[config.mk]
export PLATFORM = sky130hd
export DESIGN_NAME = binary_mul_7_1_bi
export DESIGN_NICKNAME = d
export VERILOG_FILES = /design/src/rtl/binary_mul_pkg.sv /design/src/rtl/binary_mul_7_1_bi_fa.sv /design/src/rtl/binary_mul_7_1_bi.sv
export SDC_FILE = /design/constraint.sdc
export NUM_CORES = 1
export LEC_CHECK = 0
export CAP_MARGIN = 20
export CORE_MARGIN = 3
export CORE_UTILIZATION = 45
export CTS_BUF_LIST = sky130_fd_sc_hd__clkbuf_8
export DETAILED_ROUTE_END_ITERATION = 7
export GPL_TIMING_DRIVEN = 1
export MAX_ROUTING_LAYER = met4
export PLACE_DENSITY = 0.81
export SYNTH_ARGS = -nofsm -noshare
export SYNTH_HDL_FRONTEND = slang
export SYNTH_SLANG_ARGS = --single-unit
[constraint.sdc]
create_clock -name clk -period 0.95 [get_ports clk]
set_clock_uncertainty 0.2 [all_clocks]
set_input_delay 0.2375 -clock clk [delete_from_list [all_inputs] [get_ports clk]]
set_output_delay 0.2375 -clock clk [all_outputs]
set_load 0.005 [all_outputs]
[src/rtl/binary_mul_pkg.sv]
// Shared constants for the signed 7x7 Baugh-Wooley multiplier.
//   WA, WB, WP   : operand and product widths (WP = WA + WB - 1)
//   WS           : width of the full internal product
//   BW_CORR      : Baugh-Wooley correction constant (bits 7 and 13 set)
//   P_MAX, P_MIN : 13-bit signed saturation limits
package binary_mul_pkg;

  localparam int unsigned WA = 7;
  localparam int unsigned WB = 7;
  localparam int unsigned WP = WA + WB - 1;
  localparam int unsigned WS = WA + WB;

  // Correction for inverting the mixed sign-bit partial products:
  // 2^(wa-1) + 2^(wb-1) + 2^(wa+wb-1). For 7x7 this is bit 7 plus bit 13.
  function automatic logic [63:0] bw_corr(input int unsigned wa, input int unsigned wb);
    return (64'd1 << (wa - 1)) + (64'd1 << (wb - 1)) + (64'd1 << (wa + wb - 1));
  endfunction

  localparam logic [WS-1:0] BW_CORR = WS'(bw_corr(WA, WB));

  localparam logic signed [WP-1:0] P_MAX = {1'b0, {(WP-1){1'b1}}};
  localparam logic signed [WP-1:0] P_MIN = {1'b1, {(WP-1){1'b0}}};

endpackage

[src/rtl/binary_mul_7_1_bi_fa.sv]
// 1-bit full adder used as the cell of the ripple-carry reduction rows.
//   i_a, i_b, i_cin : addend bits and carry in
//   o_sum, o_cout   : sum bit and carry out
module bw_full_adder (
  input  logic i_a,
  input  logic i_b,
  input  logic i_cin,
  output logic o_sum,
  output logic o_cout
);

  assign o_sum  = i_a ^ i_b ^ i_cin;
  assign o_cout = (i_a & i_b) | (i_cin & (i_a ^ i_b));

endmodule

[src/rtl/binary_mul_7_1_bi.sv]
// Signed WA x WB two's-complement multiplier (Baugh-Wooley array, ripple
// rows) with a single enabled output register: one cycle latency, a new
// operand pair every cycle.
//   clk   : rising-edge clock
//   rst_n : asynchronous active-low reset, clears P
//   en    : output-register enable; P holds when low
//   A, B  : signed operands
//   P     : registered signed product, low WP bits of A*B
// Build option: BINARY_MUL_SAT_EN saturates the full product to the WP-bit
// signed range instead of wrapping (-64 * -64 -> 4095 rather than -4096).
module binary_mul_7_1_bi #(
  parameter int unsigned WA = binary_mul_pkg::WA,
  parameter int unsigned WB = binary_mul_pkg::WB,
  parameter int unsigned WP = binary_mul_pkg::WP
) (
  input  logic                 clk,
  input  logic                 rst_n,
  input  logic                 en,
  input  logic signed [WA-1:0] A,
  input  logic signed [WB-1:0] B,
  output logic signed [WP-1:0] P
);

  import binary_mul_pkg::*;

`ifdef BINARY_MUL_SAT_EN
  localparam int unsigned SW = WA + WB;
`else
  // The top column of the full product only matters for saturation; when
  // wrapping it is dropped, so the array is built WP bits wide.
  localparam int unsigned SW = WP;
`endif

  localparam logic [SW-1:0] CORR = SW'(bw_corr(WA, WB));

  logic [WB-1:0][WA-1:0] w_pp;
  logic [WB-1:0][SW-1:0] w_row;
  logic [WB:0][SW-1:0]   w_acc;
  logic [WB-1:0][SW-1:0] w_cy;
  logic [SW-1:0]         w_sum;
  logic [WP-1:0]         w_next;
  logic [WP-1:0]         r_p;

  // Partial-product rows. Terms pairing exactly one sign bit are inverted;
  // the sign*sign term stays positive.
  for (genvar r = 0; r < WB; r++) begin : g_pp
    localparam logic [WA-1:0] ROW_MASK = (r == WB - 1) ? {1'b0, {(WA-1){1'b1}}}
                                                       : {1'b1, {(WA-1){1'b0}}};
    assign w_pp[r]  = (A & {WA{B[r]}}) ^ ROW_MASK;
    assign w_row[r] = SW'(w_pp[r]) << r;
  end

  // Accumulator seeded with the correction constant, then one ripple adder
  // per row. The MSB carry-out is discarded (modulo 2^SW), so that column
  // is a plain XOR instead of a full adder.
  assign w_acc[0] = CORR;

  for (genvar r = 0; r < WB; r++) begin : g_row
    assign w_cy[r][0] = 1'b0;
    for (genvar k = 0; k < SW - 1; k++) begin : g_bit
      bw_full_adder u_fa (
        .i_a   (w_acc[r][k]),
        .i_b   (w_row[r][k]),
        .i_cin (w_cy[r][k]),
        .o_sum (w_acc[r+1][k]),
        .o_cout(w_cy[r][k+1])
      );
    end
    assign w_acc[r+1][SW-1] = w_acc[r][SW-1] ^ w_row[r][SW-1] ^ w_cy[r][SW-1];
  end

  assign w_sum = w_acc[WB];

  always_comb begin
`ifdef BINARY_MUL_SAT_EN
    w_next = w_sum[WP-1:0];
    // Overflow into the extra column shows up as the top two bits differing.
    if (w_sum[SW-1] != w_sum[SW-2]) begin
      w_next = w_sum[SW-1] ? P_MIN : P_MAX;
    end
`else
    w_next = w_sum;
`endif
  end

  always_ff @(posedge clk or negedge rst_n) begin
    if (!rst_n) begin
      r_p <= '0;
    end else if (en) begin
      r_p <= w_next;
    end
  end

  assign P = r_p;

endmodule

# Word-level counts from Yosys, hierarchy flattened
# Index checks and enable logic that the tools add are counted.
[word_totals]
ff_bits = 13
inputBits = 17
word_cells = 202
[classes]
bitwise = 201
[ops]
columns = ["operator", "count"]
rows = [
  ["$xor A1 B1 Y1", 77],
  ["$and A1 B1 Y1", 75],
  ["$and A7 B7 Y7", 7],
  ["$or A1 B1 Y1", 35],
  ["$not A1 Y1", 6],
  ["$not A6 Y6", 1],
]

# Longest topological paths before layout
# Gate-level depths: netlist (run 1).
[logic_depth]
ltp_word = 33
depth_mapped = 33
depth_no_buf = 33

# Hierarchy
# From an unflattened synthesis (run 1), not the netlist that was laid out.
[unflattened]
hier_cells = 169
hier_area_um2 = 2506.2
[by_module_without_submodules]
columns = ["module", "n_inst", "cells_per_inst", "area_per_inst_um2", "seq_area_each_um2"]
rows = [
  ["bw_full_adder", 84, 1, 20.0, 0.0],
  ["binary_mul_7_1_bi", 1, 85, 824.5, 325.3],
]

# Least setup slack after synthesis (run 1)
# No wires, ideal clock.
[synth_path]
path_kind = "input to register"
startpoint = "input port B[0]"
endpoint = "register r_p[12] (netlist: P[12])"
t_arrival_ns = 7.498
path_slack_ns = -6.871
cell_stages = 23
path_buffers = 0
path_cell_list = "and2_1 -> ha_1 -> inv_1 -> fa_1 -> inv_1 -> fa_1 -> fa_1 -> fa_1 -> fa_1 -> fa_1 -> fa_1 -> fa_1 -> fa_1 -> fa_1 -> fa_1 -> inv_1 -> fa_1 -> fa_1 -> fa_1 -> fa_1 -> xor2_1 -> xnor2_1 -> a21oi_1"
[synth_via]
elab_chain_len = 33
word_cells_on_any_way = 178
[synth_lines]
columns = ["element", "line_no", "text"]
rows = [
  ["start: declaration", "binary_mul_7_1_bi.sv:20", "input logic signed [WB-1:0] B,"],
  ["$and A7 B7 Y7 *", "binary_mul_7_1_bi.sv:49", "assign w_pp[r] = (A & {WA{B[r]}}) ^ ROW_MASK;"],
  ["$and A1 B1 Y1 or $xor A1 B1 Y1 (tied branches)", "binary_mul_7_1_bi_fa.sv:13, binary_mul_7_1_bi_fa.sv:12", ""],
  ["$and A1 B1 Y1", "binary_mul_7_1_bi_fa.sv:13", "assign o_cout = (i_a & i_b) | (i_cin & (i_a ^ i_b));"],
  ["$or A1 B1 Y1", "binary_mul_7_1_bi_fa.sv:13", ""],
  ["$and A1 B1 Y1 or $xor A1 B1 Y1 (tied branches)", "binary_mul_7_1_bi_fa.sv:13, binary_mul_7_1_bi_fa.sv:12", ""],
  ["$or A1 B1 Y1 or $xor A1 B1 Y1 (tied branches)", "binary_mul_7_1_bi_fa.sv:13, binary_mul_7_1_bi_fa.sv:12", ""],
  ["$and A1 B1 Y1 or $xor A1 B1 Y1 (tied branches)", "binary_mul_7_1_bi_fa.sv:13, binary_mul_7_1_bi_fa.sv:12", ""],
  ["$or A1 B1 Y1 or $xor A1 B1 Y1 (tied branches)", "binary_mul_7_1_bi_fa.sv:13, binary_mul_7_1_bi_fa.sv:12", ""],
  ["(+17 left out)", "-", ""],
  ["$or A1 B1 Y1 (tied with other cells)", "binary_mul_7_1_bi_fa.sv:13", ""],
  ["$and A1 B1 Y1 or $xor A1 B1 Y1 (tied branches)", "binary_mul_7_1_bi_fa.sv:13, binary_mul_7_1_bi_fa.sv:12", ""],
  ["$or A1 B1 Y1 or $xor A1 B1 Y1 (tied branches)", "binary_mul_7_1_bi_fa.sv:13", ""],
  ["$and A1 B1 Y1 or $xor A1 B1 Y1 (tied branches)", "binary_mul_7_1_bi_fa.sv:13, binary_mul_7_1_bi_fa.sv:12", ""],
  ["$or A1 B1 Y1 or $xor A1 B1 Y1 (tied branches)", "binary_mul_7_1_bi_fa.sv:13", ""],
  ["$and A1 B1 Y1", "binary_mul_7_1_bi_fa.sv:13", ""],
  ["$or A1 B1 Y1", "binary_mul_7_1_bi_fa.sv:13", ""],
  ["$xor A1 B1 Y1 *", "binary_mul_7_1_bi.sv:69", "assign w_acc[r+1][SW-1] = w_acc[r][SW-1] ^ w_row[r][SW-1] ^ w_cy[r][SW-1];"],
  ["end signal: assignment", "binary_mul_7_1_bi.sv:90", "r_p <= w_next;"],
  ["end: declaration", "binary_mul_7_1_bi.sv:42", "logic [WP-1:0] r_p;"],
]
# Every way passes the cells marked *; elsewhere a longest branch is shown, timed or not.
# A chain may end at the register's enable or synchronous reset.

# Final worst setup path (run 1)
[layout_path]
startpoint = "input port B[1]"
endpoint = "register r_p[12] (netlist: P[12])"
# Same word-level chain as after synthesis.

==> metrics.md, run 1 <==
| Metric | Value |
|---|---|
| Outcome | `complete, but fails checks` |
| Failing checks | `setup timing` |
| DR iter-0 viols | `29` |
| Tcrit/Tclk final | `760.0%` |
| Worst-skew pair later-pin latency | `approximately 0.24 ns` |
| # setup viols final | `25` |
| Die extent in y | `between 60 and 70 um` |
| First-pass GRT wire length | `approximately 6400 um` |
| CP Capture Type | `flop` |
| Setup TNS | `-48.59 ns` |
| Ant. Diodes | `0` |
| Crit path DAT | `~7.1 ns` |
| Syn Area/Cell | `around 10 sq um` |
| DRC errors left | `0` |
| Share of cells above drive strength 1 | `between 50% and 60%` |
| Post-synth net total | `between 200 and 250` |
| RSZ-0062 raised after global routing | `yes` |
| Worst reg-to-reg path cell count | `3` |
| Antenna violations before repair | `0` |
| CTS Buf Count | `3` |
| Sequential share of the synthesized area | `about a fifth` |
| Placer Congestion | `between 0.8 and 0.9` |
| Critical path class | `in2reg` |
| GRT Total Usage | `19.31%` |
| Lkg Pwr | `between 1 and 1.5 nW` |
| Max clock buf depth | `2` |
| Final #Nets | `between 200 and 300` |
| Hold Path Class | `in2async` |
| GRT overflow | `0` |
| Via/cell ratio | `4.695` |
| Netlist cell types | `17` |
| Full die area | `~4500 sq um` |
| Clock slew at reported path FFs | `about 0.050 ns` |
| DRT antenna net count | `0` |
| Starting Density | `between 40 and 50%` |
| H-tree depth | `1` |
| Drt pass-1 iters | `4` |
| Clock Tree Root | `clkbuf_8` |
| Worst reg-to-reg setup slack | `-0.24 ns` |
| CP Launch Type | `input port` |
| Wire per inst | `about 13 um` |
| # rows | `21` |
| Vias in the first global route | `around 1400` |
| FF+latch count, synth | `13` |
| Final hold violations | `0` |
| Max Fclk | `138.5 MHz` |
| Syn. warnings | `0` |
| Relative max-transition margin | `approximately 90%` |
| Pwr dens | `between 2000 and 2500 nW/um^2` |
| Vias post-DR | `~1300` |
| Worst vdd ir | `1660 uV` |
| Largest net degree at the start of global routing | `14` |
| DRT Wirelength | `approximately 3500 um` |
| Worst path required time | `about 0.87 ns` |
| Post-DP HPWL | `roughly 2900 um` |
| Post-layout min period | `between 7 and 8 ns` |
| IO Port Bufs | `29` |
| Synth Instances | `~160` |
| Place WS | `-7.120 ns` |
| Die W | `roughly 67 um` |
| Final max-slew violation count | `0` |
| Max FFs per register | `13` |
| Area added between synthesis and finish | `45.50%` |
| Total power | `between 0.006 and 0.007 W` |
| Core Region | `roughly 3400 sq um` |
| Max Cap Viol | `0` |
| I/O pin total | `30` |
| Worst-Margin Slew | `roughly 0.15 ns` |
| CTS tree | `yes` |
| Mapped Area | `~1700 sq um` |
| Final worst slack | `-6.270 ns` |
| Hold buffer count at CTS | `0` |
| CTS Sinks | `13` |
| Worst Path Max Fanout | `2` |
-- placed cells by master (no fill, tap or decap), types with 2 or more instances in the layout --
master | Yosys | final
nand2_1 | 20 | 19
and2_1 | 28 | 26
fa_2 | 0 | 28
fa_1 | 34 | 6
inv_2 | 0 | 25
mux2i_1 | 3 | 3
clkbuf_8 | 0 | 3
dfrtp_1 | 13 | 13
ha_4 | 0 | 6
inv_1 | 37 | 13
and2_4 | 0 | 2
buf_4 | 0 | 30
buf_6 | 1 | 5
buf_2 | 0 | 13
clkdlybuf4s50_1 | 0 | 10
mux2_4 | 1 | 7
nor2_1 | 2 | 2
-- final timing paths --
check | from | end
setup reg to reg | P[6] | P[6]
min in group clk | en | P[1]
hold / removal | rst_n | P[5]
setup / recovery | B[1] | P[12]
hold reg to reg | P[8] | P[8]
max in group asynchronous | rst_n | P[10]
-- metal layers --
metal  share of wire [%]  routed length, um  GRT usage, %
met1                  37               1303         22.22
met2                  54               1896         35.89
met3                 5.2                180         2.192
met4                 3.0                104         4.304
met5                   0                  0             -
-- power by group --
| part | total (W) | switching [W] | internal (W) |
|---|---|---|---|
| clock network | 0.000481 | 0.000195 | 0.000285 |
| registers | 0.000921 | 0.000106 | 0.000814 |
| logic | 0.00461 | 0.00212 | 0.00250 |
| total | 0.00601 | 0.00242 | 0.00360 |
-- through the flow --
| step | hold slack, ns | area [sq um] | instances | util (%) |
|---|---|---|---|---|
| 6_report | 0.1324 | 2425 | 269 | 70.45 |
| 5_1_grt | 0.1542 | 2425 | 269 | 70.45 |
| 2_1_floorplan | -0.2581 | 1768 | 159 | - |
| 4_1_cts | 0.1417 | 2399 | 268 | 69.68 |
| 3_3_place_gp | 0.2928 | 2282 | 256 | 66.30 |
| 3_5_place_dp | 0.3166 | 2282 | 256 | 66.30 |
-- cells by family after synthesis --
| family | synth area share [%] |
|---|---|
| xor gates and xnor gates | 1.051 |
| AOI/OAI and AO/OA | 0.9006 |
| buffers and inverters | 9.909 |
| and+or+nand+nor | 15.77 |
| adders and majority gates | 46.10 |
| DFF | 19.52 |
| muxes | 6.756 |
-- Yosys cell counts --
master,number,area [sq um]
mux2i_1,3,30.03
nor2_1,2,7.510
fa_1,34,680.7
o21ai_0,1,5.000
inv_1,37,138.9
xor2_1,1,8.760
nand3_1,1,5.000
a21oi_1,2,10.01
buf_8,1,15.01
dfrtp_1,13,325.3
ha_1,7,87.58
nand2_1,20,75.07
buf_6,1,11.26
mux2_4,1,15.01
xnor2_1,1,8.760
and2_1,28,175.2
mux2_2,6,67.56
-- timing repair --
action / CTS / global route
buffers inserted: 9 / 1
pin swaps: 39 / 40
endpoints found under the hold margin: 0 / 0
endpoints found under the setup margin: 26 / 26
gates resized for setup: 95 / 9
-- critical path, cell delays in order --
cell and delay, ns:
buf_6 0.09, and2_4 0.15, ha_4 0.15, inv_2 0.05, fa_2 0.18, inv_2 0.03
fa_2 0.52, inv_2 0.04, fa_2 0.32, inv_2 0.07, fa_2 0.42, inv_2 0.07
fa_2 0.19, inv_2 0.04, fa_2 0.38, fa_2 0.38, fa_2 0.37, fa_2 0.35
fa_1 0.50, fa_2 0.59, inv_2 0.04, fa_2 0.39, fa_2 0.48, fa_2 0.35
fa_2 0.36, xor2_2 0.15, xnor2_1 0.17, a21oi_1 0.09
-- layout make-up --
| cell class | count | area [sq um] |
|---|---|---|
| clock inverter | 1 | 3.754 |
| tap | 46 | 57.56 |
| timing repair buffer | 62 | 495.5 |
| sequential | 13 | 325.3 |
| clock buffer | 3 | 41.29 |
| inverter | 37 | 138.9 |
| fill | 255 | 1017 |
| multi-input combinational | 107 | 1363 |
No activity file was read; power rests on OpenSTA's default activity.
==> run 2, diff against run 1 <==
--- a/config.mk
+++ b/config.mk
@@ -5,7 +5,7 @@
 export SDC_FILE = /design/constraint.sdc
 export NUM_CORES = 1
 export LEC_CHECK = 0
-export CAP_MARGIN = 20
+export CAP_MARGIN = 25
 export CORE_MARGIN = 3
 export CORE_UTILIZATION = 45
 export CTS_BUF_LIST = sky130_fd_sc_hd__clkbuf_8
==> results of run 2 <==
The final DEF is identical to that of run 1; final timing and power are the same.
==> run 3, diff against run 2 <==
--- a/config.mk
+++ b/config.mk
@@ -7,12 +7,12 @@
 export LEC_CHECK = 0
 export CAP_MARGIN = 25
 export CORE_MARGIN = 3
-export CORE_UTILIZATION = 45
+export CORE_UTILIZATION = 49
 export CTS_BUF_LIST = sky130_fd_sc_hd__clkbuf_8
 export DETAILED_ROUTE_END_ITERATION = 7
 export GPL_TIMING_DRIVEN = 1
 export MAX_ROUTING_LAYER = met4
-export PLACE_DENSITY = 0.81
+export PLACE_DENSITY = 0.86
 export SYNTH_ARGS = -nofsm -noshare
 export SYNTH_HDL_FRONTEND = slang
 export SYNTH_SLANG_ARGS = --single-unit
==> run 3 against run 2 <==
The run still ends with setup timing left. Sequential share of layout area decreased by 0.083 points. Via count increased by 0.24%. Fmax shrank 0.71%. Clock power hardly changed. Worst setup slack got worse by 0.052 ns. Global-route usage grew 3.0 points. Worst hold slack worse by 0.0098 ns. Combinational power about the same. First-iteration DRC count up 150%. Utilization rose by 6.9 points. Critical endpoint unchanged.
==> metrics.md, run 3 (synthesis gave the netlist of run 1 again) <==
| Metric | Value |
|---|---|
| I/O pin total | `30` |
| Post-DP HPWL | `between 3000 and 4000 um` |
| Post-layout util | `77.38%` |
| RSZ-0062 raised after global routing | `yes` |
| Worst Path Max Fanout | `2` |
| GRT Total Usage | `between 20 and 25%` |
| First-pass GRT wire length | `just under 7000 um` |
| Max FFs per register | `13` |
| Share of cells above drive strength 1 | `approximately 55%` |
| Vias in the first global route | `roughly 1500` |
| Via/cell ratio | `about 4.8` |
| Hold Path Class | `in2async` |
| Relative max-transition margin | `between 80% and 90%` |
| Max stage delay on crit path | `around 0.54 ns` |
| Final hold violations | `0` |
| Final #Nets | `280` |
| IO Port Bufs | `29` |
| CP max stage cell | `fa_2` |
| CTS tree | `yes` |
| DRC errors left | `0` |
| Setup TNS | `-49.42 ns` |
| # rows | `20` |
| Max clock buf depth | `2` |
| Die extent in y | `between 60 and 70 um` |
| Outcome | `complete, but fails checks` |
| Commonest non-fill, non-tap cells in the layout | `fa_2, buf_4, and2_1` |
| # setup viols final | `25` |
| Area added between synthesis and finish | `46.40%` |
| Largest net degree at the start of global routing | `14` |
| Crit path top cell by count | `fa_2` |
| Placer Congestion | `0.8338` |
| Clock Tree Root | `clkbuf_8` |
| Core Region | `3153 sq um` |
| Antenna violations before repair | `0` |
| Final max-slew violation count | `0` |
| Starting Density | `52.86%` |
| Worst-skew pair later-pin latency | `between 0.2 and 0.25 ns` |
| Drt pass-1 iters | `4` |
| DRT antenna net count | `0` |
| GRT overflow | `0` |
| Ant. Diodes | `0` |
| Vias post-DR | `1266` |
| CTS Sinks | `13` |
| Full die area | `4137 sq um` |
| Tcrit/Tclk final | `765.4%` |
| Pwr dens | `2474 nW/um^2` |
| Max Fclk | `about 140 MHz` |
| DR iter-0 viols | `72` |
| Hold buffer count at CTS | `0` |
| Final Non-Filler Cells | `about 270` |
| CTS Buf Count | `3` |
| Lkg Pwr | `about 1.1 nW` |
| DRT Wirelength | `3951 um` |
| Final worst slack | `-6.322 ns` |
| Wire per inst | `14.91 um` |
| H-tree depth | `1` |
| Max Cap Viol | `0` |
| Die W | `approximately 64 um` |
| Dpl cells | `253` |
| Worst path required time | `a little under 0.9 ns` |
| Filler instances | `around 210` |
| Crit path DAT | `about 7.2 ns` |
| Clock slew at reported path FFs | `roughly 0.060 ns` |
| Worst-Margin Slew | `between 0.2 and 0.3 ns` |
| CP Launch Type | `input port` |
| CP Capture Type | `flop` |
| Failing checks | `setup timing` |
| Post-layout min period | `7.272 ns` |
| Worst vdd ir | `approximately 1600 uV` |
| Critical path class | `in2reg` |
run 3: where the power goes:
group	switching [W]	total [W]	leakage, nW	internal (W)
sequential	0.000106	0.000920	0.153	0.000814
combinational	0.00214	0.00463	0.956	0.00250
clock	0.000196	0.000481	0.0269	0.000285
run 3: layer usage:
layer | global-route usage (%) | part of all wire, %
met5 | - | 0
met4 | 6.860 | 2.2
met3 | 3.515 | 3.9
met2 | 41.75 | 56
met1 | 24.05 | 38
run 3: final cells by class:
type / count / area [sq um] / share of cell area (%)
multi-input combinational: 107 / 1361 / 55.80
inverter: 37 / 138.9 / 5.692
sequential: 13 / 325.3 / 13.33
tap: 44 / 55.05 / 2.256
timing repair buffer: 60 / 514.2 / 21.08
clock buffer: 3 / 41.29 / 1.692
clock inverter: 1 / 3.754 / 0.1538
run 3: path summary, 6_finish.rpt:
path	startpoint	to	slack, ns	cells after the start
hold / removal	rst_n	P[7]	0.12	2
hold reg to reg	P[10]	P[10]	0.31	2
max in group asynchronous	rst_n	P[0]	0.32	2
setup / recovery	A[0]	P[12]	-6.32	26
setup reg to reg	P[3]	P[3]	-0.25	3
min in group clk	A[0]	P[0]	0.20	4
run 3: critical path, delay by kind of cell:
family	cells	cell delay [ns]
and+or+nand+nor	1	0.15
xor gates and xnor gates	2	0.32
adders and majority gates	16	6.03
AOI/OAI and AO/OA	1	0.08
buffers and inverters	6	0.36
run 3: what timing repair did:
| item | in CTS | in global routing |
|---|---|---|
| setup buffers | 6 | 2 |
| gates resized for setup | 93 | 8 |
| setup endpoints to repair | 26 | 26 |
| pin swaps | 38 | 15 |
| gates cloned | 1 | 0 |
run 3: per-stage QoR:
step           cell area (sq um)  worst slack [ns]  hold slack [ns]  total power (W)
2_1_floorplan               1768            -6.254          -0.2581         0.003615
3_3_place_gp                2285            -6.822           0.2917         0.004836
3_5_place_dp                2285            -7.011           0.2997         0.005184
4_1_cts                     2416            -6.476           0.1308         0.005906
5_1_grt                     2440            -6.488           0.1428         0.006667
6_report                    2440            -6.322           0.1225         0.006035
